**src/rtl/dc_exc_ctrl_pkg.sv**
```systemverilog
// dc_exc_ctrl_pkg: shared definitions for the D-cache exception controller.
//   exc_state_e : controller state encoding (2 bits)
//   VEC_GP      : vector for protection (segment-limit / RW) faults
//   VEC_PF      : vector for page faults
package dc_exc_ctrl_pkg;

  typedef enum logic [1:0] {
    IDLE   = 2'b00,
    DRAIN  = 2'b01,
    REQ    = 2'b10,
    IN_ISR = 2'b11
  } exc_state_e;

  localparam logic [7:0] VEC_GP = 8'h0D;
  localparam logic [7:0] VEC_PF = 8'h0E;

endpackage

```
**src/rtl/dc_exc_ctrl_sat_counter.sv**
```systemverilog
// dc_exc_ctrl_sat_counter: W-bit up counter that sticks at all-ones.
//   clk   : core clock
//   clr_n : synchronous active-low clear
//   inc   : increment enable
//   count : current count
module dc_exc_ctrl_sat_counter #(
  parameter int W = 8
) (
  input  logic         clk,
  input  logic         clr_n,
  input  logic         inc,
  output logic [W-1:0] count
);

  logic [W-1:0] count_q;
  logic [W-1:0] count_d;

  always_comb begin
    count_d = count_q;
    if (inc && (count_q != {W{1'b1}})) begin
      count_d = count_q + {{(W-1){1'b0}}, 1'b1};
    end
  end

  always_ff @(posedge clk) begin
    if (!clr_n) begin
      count_q <= '0;
    end else begin
      count_q <= count_d;
    end
  end

  assign count = count_q;

endmodule

```
**src/rtl/dc_exc_ctrl.sv**
```systemverilog
// dc_exc_ctrl: turns D-cache checker fault flags in RO into a precise
// exception: captures class/address/EIP, flushes younger stages, waits for
// older ones to drain, handshakes ISR entry and masks the checker until IRET.
//   Inputs : clk, rst_n (sync, active low), v_ro_valid, ro_stall, ro_eip,
//            dc_exp, dc_prot_exp, dc_page_fault, dc_rd_exp, dc_wr_exp,
//            mem_rd_addr, mem_wr_addr, pipe_older_empty, isr_ack, iret_retire
//   Outputs: isr, exp_flush, fetch_hold, isr_req, isr_vector, fault_addr,
//            fault_eip, exp_count
//
// state  | meaning
// IDLE   | normal execution, faults in RO are captured
// DRAIN  | younger stages flushed, waiting for older instructions to retire
// REQ    | requesting ISR entry, vector and fault info held stable
// IN_ISR | handler running, checker masked until IRET retires
module dc_exc_ctrl #(
  parameter logic [7:0] VEC_GP = dc_exc_ctrl_pkg::VEC_GP,
  parameter logic [7:0] VEC_PF = dc_exc_ctrl_pkg::VEC_PF,
  parameter int         CNT_W  = 8
) (
  input  logic             clk,
  input  logic             rst_n,
  input  logic             v_ro_valid,
  input  logic             ro_stall,
  input  logic [31:0]      ro_eip,
  input  logic             dc_exp,
  input  logic             dc_prot_exp,
  input  logic             dc_page_fault,
  input  logic             dc_rd_exp,
  input  logic             dc_wr_exp,
  input  logic [31:0]      mem_rd_addr,
  input  logic [31:0]      mem_wr_addr,
  input  logic             pipe_older_empty,
  input  logic             isr_ack,
  input  logic             iret_retire,
  output logic             isr,
  output logic             exp_flush,
  output logic             fetch_hold,
  output logic             isr_req,
  output logic [7:0]       isr_vector,
  output logic [31:0]      fault_addr,
  output logic [31:0]      fault_eip,
  output logic [CNT_W-1:0] exp_count
);

  import dc_exc_ctrl_pkg::*;

  exc_state_e  state_q, state_d;
  logic        exp_flush_q, exp_flush_d;
  logic [7:0]  isr_vector_q, isr_vector_d;
  logic [31:0] fault_addr_q, fault_addr_d;
  logic [31:0] fault_eip_q, fault_eip_d;
  logic        cap;

  // Page fault is the default class (also covers the illegal "no class"
  // case) and the write address is the fallback, so these two flags carry
  // no extra information.
  logic        unused_flags;
  assign unused_flags = dc_page_fault ^ dc_wr_exp;

  always_comb begin
    cap          = (state_q == IDLE) & v_ro_valid & ~ro_stall & dc_exp;
    state_d      = state_q;
    exp_flush_d  = cap;
    isr_vector_d = isr_vector_q;
    fault_addr_d = fault_addr_q;
    fault_eip_d  = fault_eip_q;

    case (state_q)
      IDLE: begin
        if (cap) begin
          state_d      = DRAIN;
          isr_vector_d = dc_prot_exp ? VEC_GP : VEC_PF;
          fault_addr_d = dc_rd_exp ? mem_rd_addr : mem_wr_addr;
          fault_eip_d  = ro_eip;
        end
      end
      DRAIN: begin
        if (pipe_older_empty) state_d = REQ;
      end
      REQ: begin
        if (isr_ack) state_d = IN_ISR;
      end
      IN_ISR: begin
        if (iret_retire) state_d = IDLE;
      end
      default: state_d = IDLE;
    endcase
  end

  always_ff @(posedge clk) begin
    if (!rst_n) begin
      state_q      <= IDLE;
      exp_flush_q  <= 1'b0;
      isr_vector_q <= '0;
      fault_addr_q <= '0;
      fault_eip_q  <= '0;
    end else begin
      state_q      <= state_d;
      exp_flush_q  <= exp_flush_d;
      isr_vector_q <= isr_vector_d;
      fault_addr_q <= fault_addr_d;
      fault_eip_q  <= fault_eip_d;
    end
  end

  dc_exc_ctrl_sat_counter #(
    .W(CNT_W)
  ) u_exp_cnt (
    .clk  (clk),
    .clr_n(rst_n),
    .inc  (cap),
    .count(exp_count)
  );

  // Status outputs decode the state register only, so no input reaches
  // an output combinationally.
  assign fetch_hold = (state_q == DRAIN) || (state_q == REQ);
  assign isr_req    = (state_q == REQ);
  assign isr        = (state_q == IN_ISR);
  assign exp_flush  = exp_flush_q;
  assign isr_vector = isr_vector_q;
  assign fault_addr = fault_addr_q;
  assign fault_eip  = fault_eip_q;

endmodule

```
**config.mk**
```make
export PLATFORM = sky130hd
export DESIGN_NAME = dc_exc_ctrl
export DESIGN_NICKNAME = d
export VERILOG_FILES = /design/src/rtl/dc_exc_ctrl_pkg.sv /design/src/rtl/dc_exc_ctrl_sat_counter.sv /design/src/rtl/dc_exc_ctrl.sv
export SDC_FILE = /design/constraint.sdc
export NUM_CORES = 1
export LEC_CHECK = 0
export CAP_MARGIN = 20
export CORE_ASPECT_RATIO = 0.5
export CORE_UTILIZATION = 30
export DETAILED_ROUTE_END_ITERATION = 7
export MAX_ROUTING_LAYER = met4
export PLACE_DENSITY = 0.68
export SYNTH_ARGS = -nofsm -noshare
export SYNTH_HDL_FRONTEND = slang
export SYNTH_HIERARCHICAL = 1
export SYNTH_SLANG_ARGS = --single-unit
```
**constraint.sdc**
```tcl
create_clock -name clk -period 2.09 [get_ports clk]
set_clock_uncertainty 0.15 [all_clocks]
set_input_delay 0.209 -clock clk [delete_from_list [all_inputs] [get_ports clk]]
set_output_delay 0.209 -clock clk [all_outputs]
set_load 0.02 [all_outputs]
```
# After elaboration in Yosys (flattened, before gate mapping)
# Cells that the tools add are included.
# word_totals
reg_bits,83
input_bits,108
output_inout_bits,84
word_cells,31
# op_classes
n_addsub,1
eq_ne,8
muxes,7
n_bitwise,4
n_reduce_logical,5
# ops
cell,n
two-way mux 32 bit,1
two-way mux 2 bit,5
"adder 8 x 1 -> 8 bit, second input constant",1
"inequality test 8 bit, second input constant",1
case mux 2 bit (4 select lines),1
"inequality test 2 bit, second input constant",3
"equality test 2 bit, second input constant",2
AND reduction 4 bit,1
bitwise AND 1 bit,3
"equality test 2 x 1 -> 1 bit, second input constant",1
logical NOT 2 bit,1
"inequality test 2 x 1 -> 1 bit, second input constant",1
AND reduction 2 bit,1
logical AND 1 bit,1
logical OR 1 bit,1
NOT 1 bit,1

# Longest topological paths before layout
# Gate-level depths: netlist of run 1.
# depth
word_depth,6
mapped_depth,9
depth_no_buf,7

# Modules after synthesis
# The synthesis of run 1 kept the hierarchy.
# modules_own_cells
mod,n_inst,cells_each,area_per_inst_um2,seq_area_each_um2
dc_exc_ctrl,1,319,3005.4,1401.3
dc_exc_ctrl_sat_counter,1,47,404.1,160.2

# Worst setup path before layout of run 1
# OpenSTA, ideal clock, no wires.
# synth_timing
path_kind,flip-flop to flip-flop
from,register state_q[0]
to,"register u_exp_cnt.count_q[6], in the netlist u_exp_cnt/count[6]"
setup_time_ps,115
arrival_time_ps,1890
required_ps,1825
path_slack_ps,-65
stages_incl_launch_ff,10
n_path_buf,2
synth_period_minus_slack_ps,2155
path_cell_list,dfxtp_1 > inv_1 > ha_1 > nand4b_4 > inv_1 > buf_4 > buf_2 > nand3_1 > or4_1 > and3_1
# synth_between
elab_chain_len,5
# synth_lines
item,line,text
from (decl),dc_exc_ctrl.sv:47,"exc_state_e state_q, state_d;"
from (signal assigned),dc_exc_ctrl.sv:98,state_q <= state_d;
logical NOT 2 bit,dc_exc_ctrl.sv:61,cap = (state_q == IDLE) & v_ro_valid & ~ro_stall & dc_exp;
bitwise AND 1 bit (3 in series),dc_exc_ctrl.sv:61,
via cap,dc_exc_ctrl.sv:52,logic cap;
logical AND 1 bit,dc_exc_ctrl_sat_counter.sv:20,if (inc && (count_q != {W{1'b1}})) begin
to (signal assigned),dc_exc_ctrl_sat_counter.sv:29,count_q <= count_d;
to (decl),dc_exc_ctrl_sat_counter.sv:15,logic [W-1:0] count_q;
# The timed path passes the listed nets, and every way through them passes these cells.
# A chain may end at the register's enable or synchronous reset.

# Worst setup path after layout of run 1
# layout_timing
from,register state_q[0]
to,output port isr_req
# layout_between
elab_chain_len,1
# layout_lines
item,line,text
equality test 2 bit,dc_exc_ctrl.sv:118,assign isr_req = (state_q == REQ);
to (decl),dc_exc_ctrl.sv:38,"output logic isr_req,"
# Every way passes these cells.

==> results of run 1 <==
power breakdown:
part	switching [mW]	internal [mW]	total [mW]	leakage, nW
combinational	0.499	0.567	1.07	1.69
sequential	0.0652	1.61	1.68	0.634
clock	0.568	1.26	1.83	0.175
total	1.13	3.44	4.57	2.50
state kept, by name, indices dropped and copies added, names as in the netlist:
name	cells
exp_flush	1
state_q	2
fault_eip	32
fault_addr	32
u_exp_cnt/count	8
isr_vector	3
layout make-up:
type | instances | share of cell area, %
clock inverter | 3 | 1.57
sequential | 78 | 27.3
timing repair buffer | 193 | 33.8
inverter | 5 | 0.328
clock buffer | 12 | 4.65
tap | 145 | 3.17
multi-input combinational | 254 | 29.2
metrics by stage:
stage / std cells / power (mW) / setup slack, ns / hold WS, ns
after floorplan: 369 / 2.27 / 0.00694 / 0.203
after global placement: 675 / 2.79 / 0.131 / 0.299
after global routing: 690 / 4.80 / 0.0719 / 0.157
after detailed placement: 675 / 2.80 / 0.0987 / 0.306
after CTS: 690 / 4.64 / 0.118 / 0.142
final: 690 / 4.57 / 0.134 / 0.147
worst paths after layout:
check,startpoint,to,slack (ns)
setup / recovery,state_q[0]$_SDFFE_PN0P_,isr_req,0.13
hold / removal,rst_n,u_exp_cnt/count[3]$_SDFFE_PN0P_,0.15
setup reg to reg,state_q[0]$_SDFFE_PN0P_,u_exp_cnt/count[6]$_SDFFE_PN0P_,0.18
hold reg to reg,fault_eip[30]$_SDFFE_PN0P_,fault_eip[30]$_SDFFE_PN0P_,0.31
cell usage in the layout (no fill, tap or decap), types with 4 or more instances in the layout:
master	netlist	routed
mux2i_1	35	35
clkdlybuf4s50_1	0	182
a21oi_1	6	6
clkbuf_16	0	9
o211a_1	32	32
ha_1	5	4
inv_1	5	4
conb_1	1	4
buf_4	10	5
dfxtp_1	78	78
a21boi_0	35	35
nand2_1	107	107
routing by layer:
metal	GRT usage [%]	up-vias	wire length, um
li1	-	1597	-
met1	17.8	1427	3890
met2	27.7	76	4670
met3	3.30	9	373
met4	4.65	0	97
met5	-	-	0
worst max-delay path, delay by kind of cell (launching register included):
kind,cells,cell delay (ns)
buffers and inverters,2,0.74
flip-flops,1,0.33
adder cells (fa/ha/maj),1,0.20
repair_timing:
item	4_1_cts	5_1_grt
gates resized for setup	1	0
hold buffers	0	0
endpoints found under the setup margin	1	0
kinds of logic after synthesis:
| group | Yosys count | share of synthesized area [%] |
|---|---|---|
| other cells | 1 | 0.110 |
| fa+ha+maj | 5 | 1.83 |
| simple gates | 126 | 15.8 |
| flops | 78 | 45.8 |
| mux | 35 | 10.3 |
| compound gates | 84 | 20.6 |
| buf+inv | 37 | 5.58 |
==> results.md, run 1 <==
* Nets@finish at 654
* Count leader, synth: nand2_1
* Post-synthesis async set-or-reset flop share at 0%
* Post-route cell area at 5730 sq um
* Largest cells by area after synthesis: dfxtp_1 (46%), nand2_1 (12%), mux2i_1 (10%)
* F_max at 511 MHz
* Crit share post-route at 93.6%
* Layout cell share with drive strength beyond 1 at 5.50%
* Critical Path Source Type: register
* CTS max path bufs at 2
* CTS clk-pin slew, worst paths at 0.06 ns
* Flops & latches, synth at 78
* VDD IR-drop max at 0.459 mV
* All-Layer GR Usage at 15.6%
* Register area share after synthesis at 45.8%
* Clk sinks at 78
* Post-DP HPWL at 6610 um
* Top cells by count, synth: nand2_1 (107), dfxtp_1 (78), a21boi_0 (35), mux2i_1 (35), o211a_1 (32)
* CTS tree: built
* Worst min path class: in -> reg
* Vert. Die Dim at 77.4 um
* Crit path max fanout at 3
* Initial antenna violation count at 0
* Slew Limit Fails at 0
* Starting DRT DRC Count at 83
* Max-Cap Viols at 0
* DRC at 7
* Syn Inst Count at 366
* Setup Total Neg Slack at 0 ns
* Cell taking the most area after synthesis: dfxtp_1
* Synth-to-Final Area Change at 68.0%
* Num CTS Buffers at 9
* Vias at 3109
* CP Data Arrival Time at 1.60 ns
* Hold Crit Depth at 3
* Final hold violation count at 0
* Largest net degree at the start of global routing at 76
* Dpl cell area at 5370 sq um
* Synth warnings at 6
* Gpl congestion at 0.753
* Starting Density at 31.0%
* Area of the multi-input gates at 1670 sq um
* Slowest cell delay on critical path at 0.64 ns
* Worst Reg2Reg Path Length in Cells at 7
* Power density over the cells at 797 nW/um^2
* CP endpoint kind: output port
* Post-route ant nets at 0
* Area occupied by registers at 1560 sq um
* RSZ-0062 raised after global routing: no
* Final setup violating endpoints at 0
* Number of I/O pins at 192
* Avg Cell Area, Syn at 9.32 sq um
* Crit-path slowest cell: clkdlybuf4s50_1
* Post-synth EDFFs at 0
* Avg Vias per Cell at 4.51
* Final global-route overflow total at 0
* Status: finished with violations
* Final WL at 9020 um
* Netlist Area Pre-Place at 3410 sq um
* Core area at 11000 sq um
* Synth cell types at 32
* FILL cells at 1021
* Input/output buffers at 185
* Critical path, cell by cell: inv_1 -> ha_1 -> clkdlybuf4s50_1
* DR WL/cell at 13.1 um
* Post-CTS Setup Bufs at 0
* Final Critical Period at 1.96 ns
* Crit Path Class: reg -> out
* Clk_lat worst skew at 0.32 ns
* Drt pass-1 iters at 7
* Vias in the first global route at 2810
* H-tree level count at 3
* Num rows at 27
* Failing checks: DRC
* Leak at 2.50 nW
* Die ar. at 11800 sq um
* CTS root buffer: clkbuf_16
* Diode count at 0
* Die Wd at 153 um
* Leading register cell type out of synthesis: dfxtp_1
* Post-layout util at 52.0%
* Req. time, crit path at 1.73 ns
* First-pass GRT wire length at 14300 um
* Area share of the largest cell type after synthesis at 45.8%
Note: power is estimated with default switching activity, not from simulation.
==> inputs of run 2 (changes only) <==
CTS_CLUSTER_DIAMETER = 150   (was default)
SLEW_MARGIN = 20   (was default)
==> results of run 2 <==
No change in the layout: final DEF, timing and power equal those of run 1.
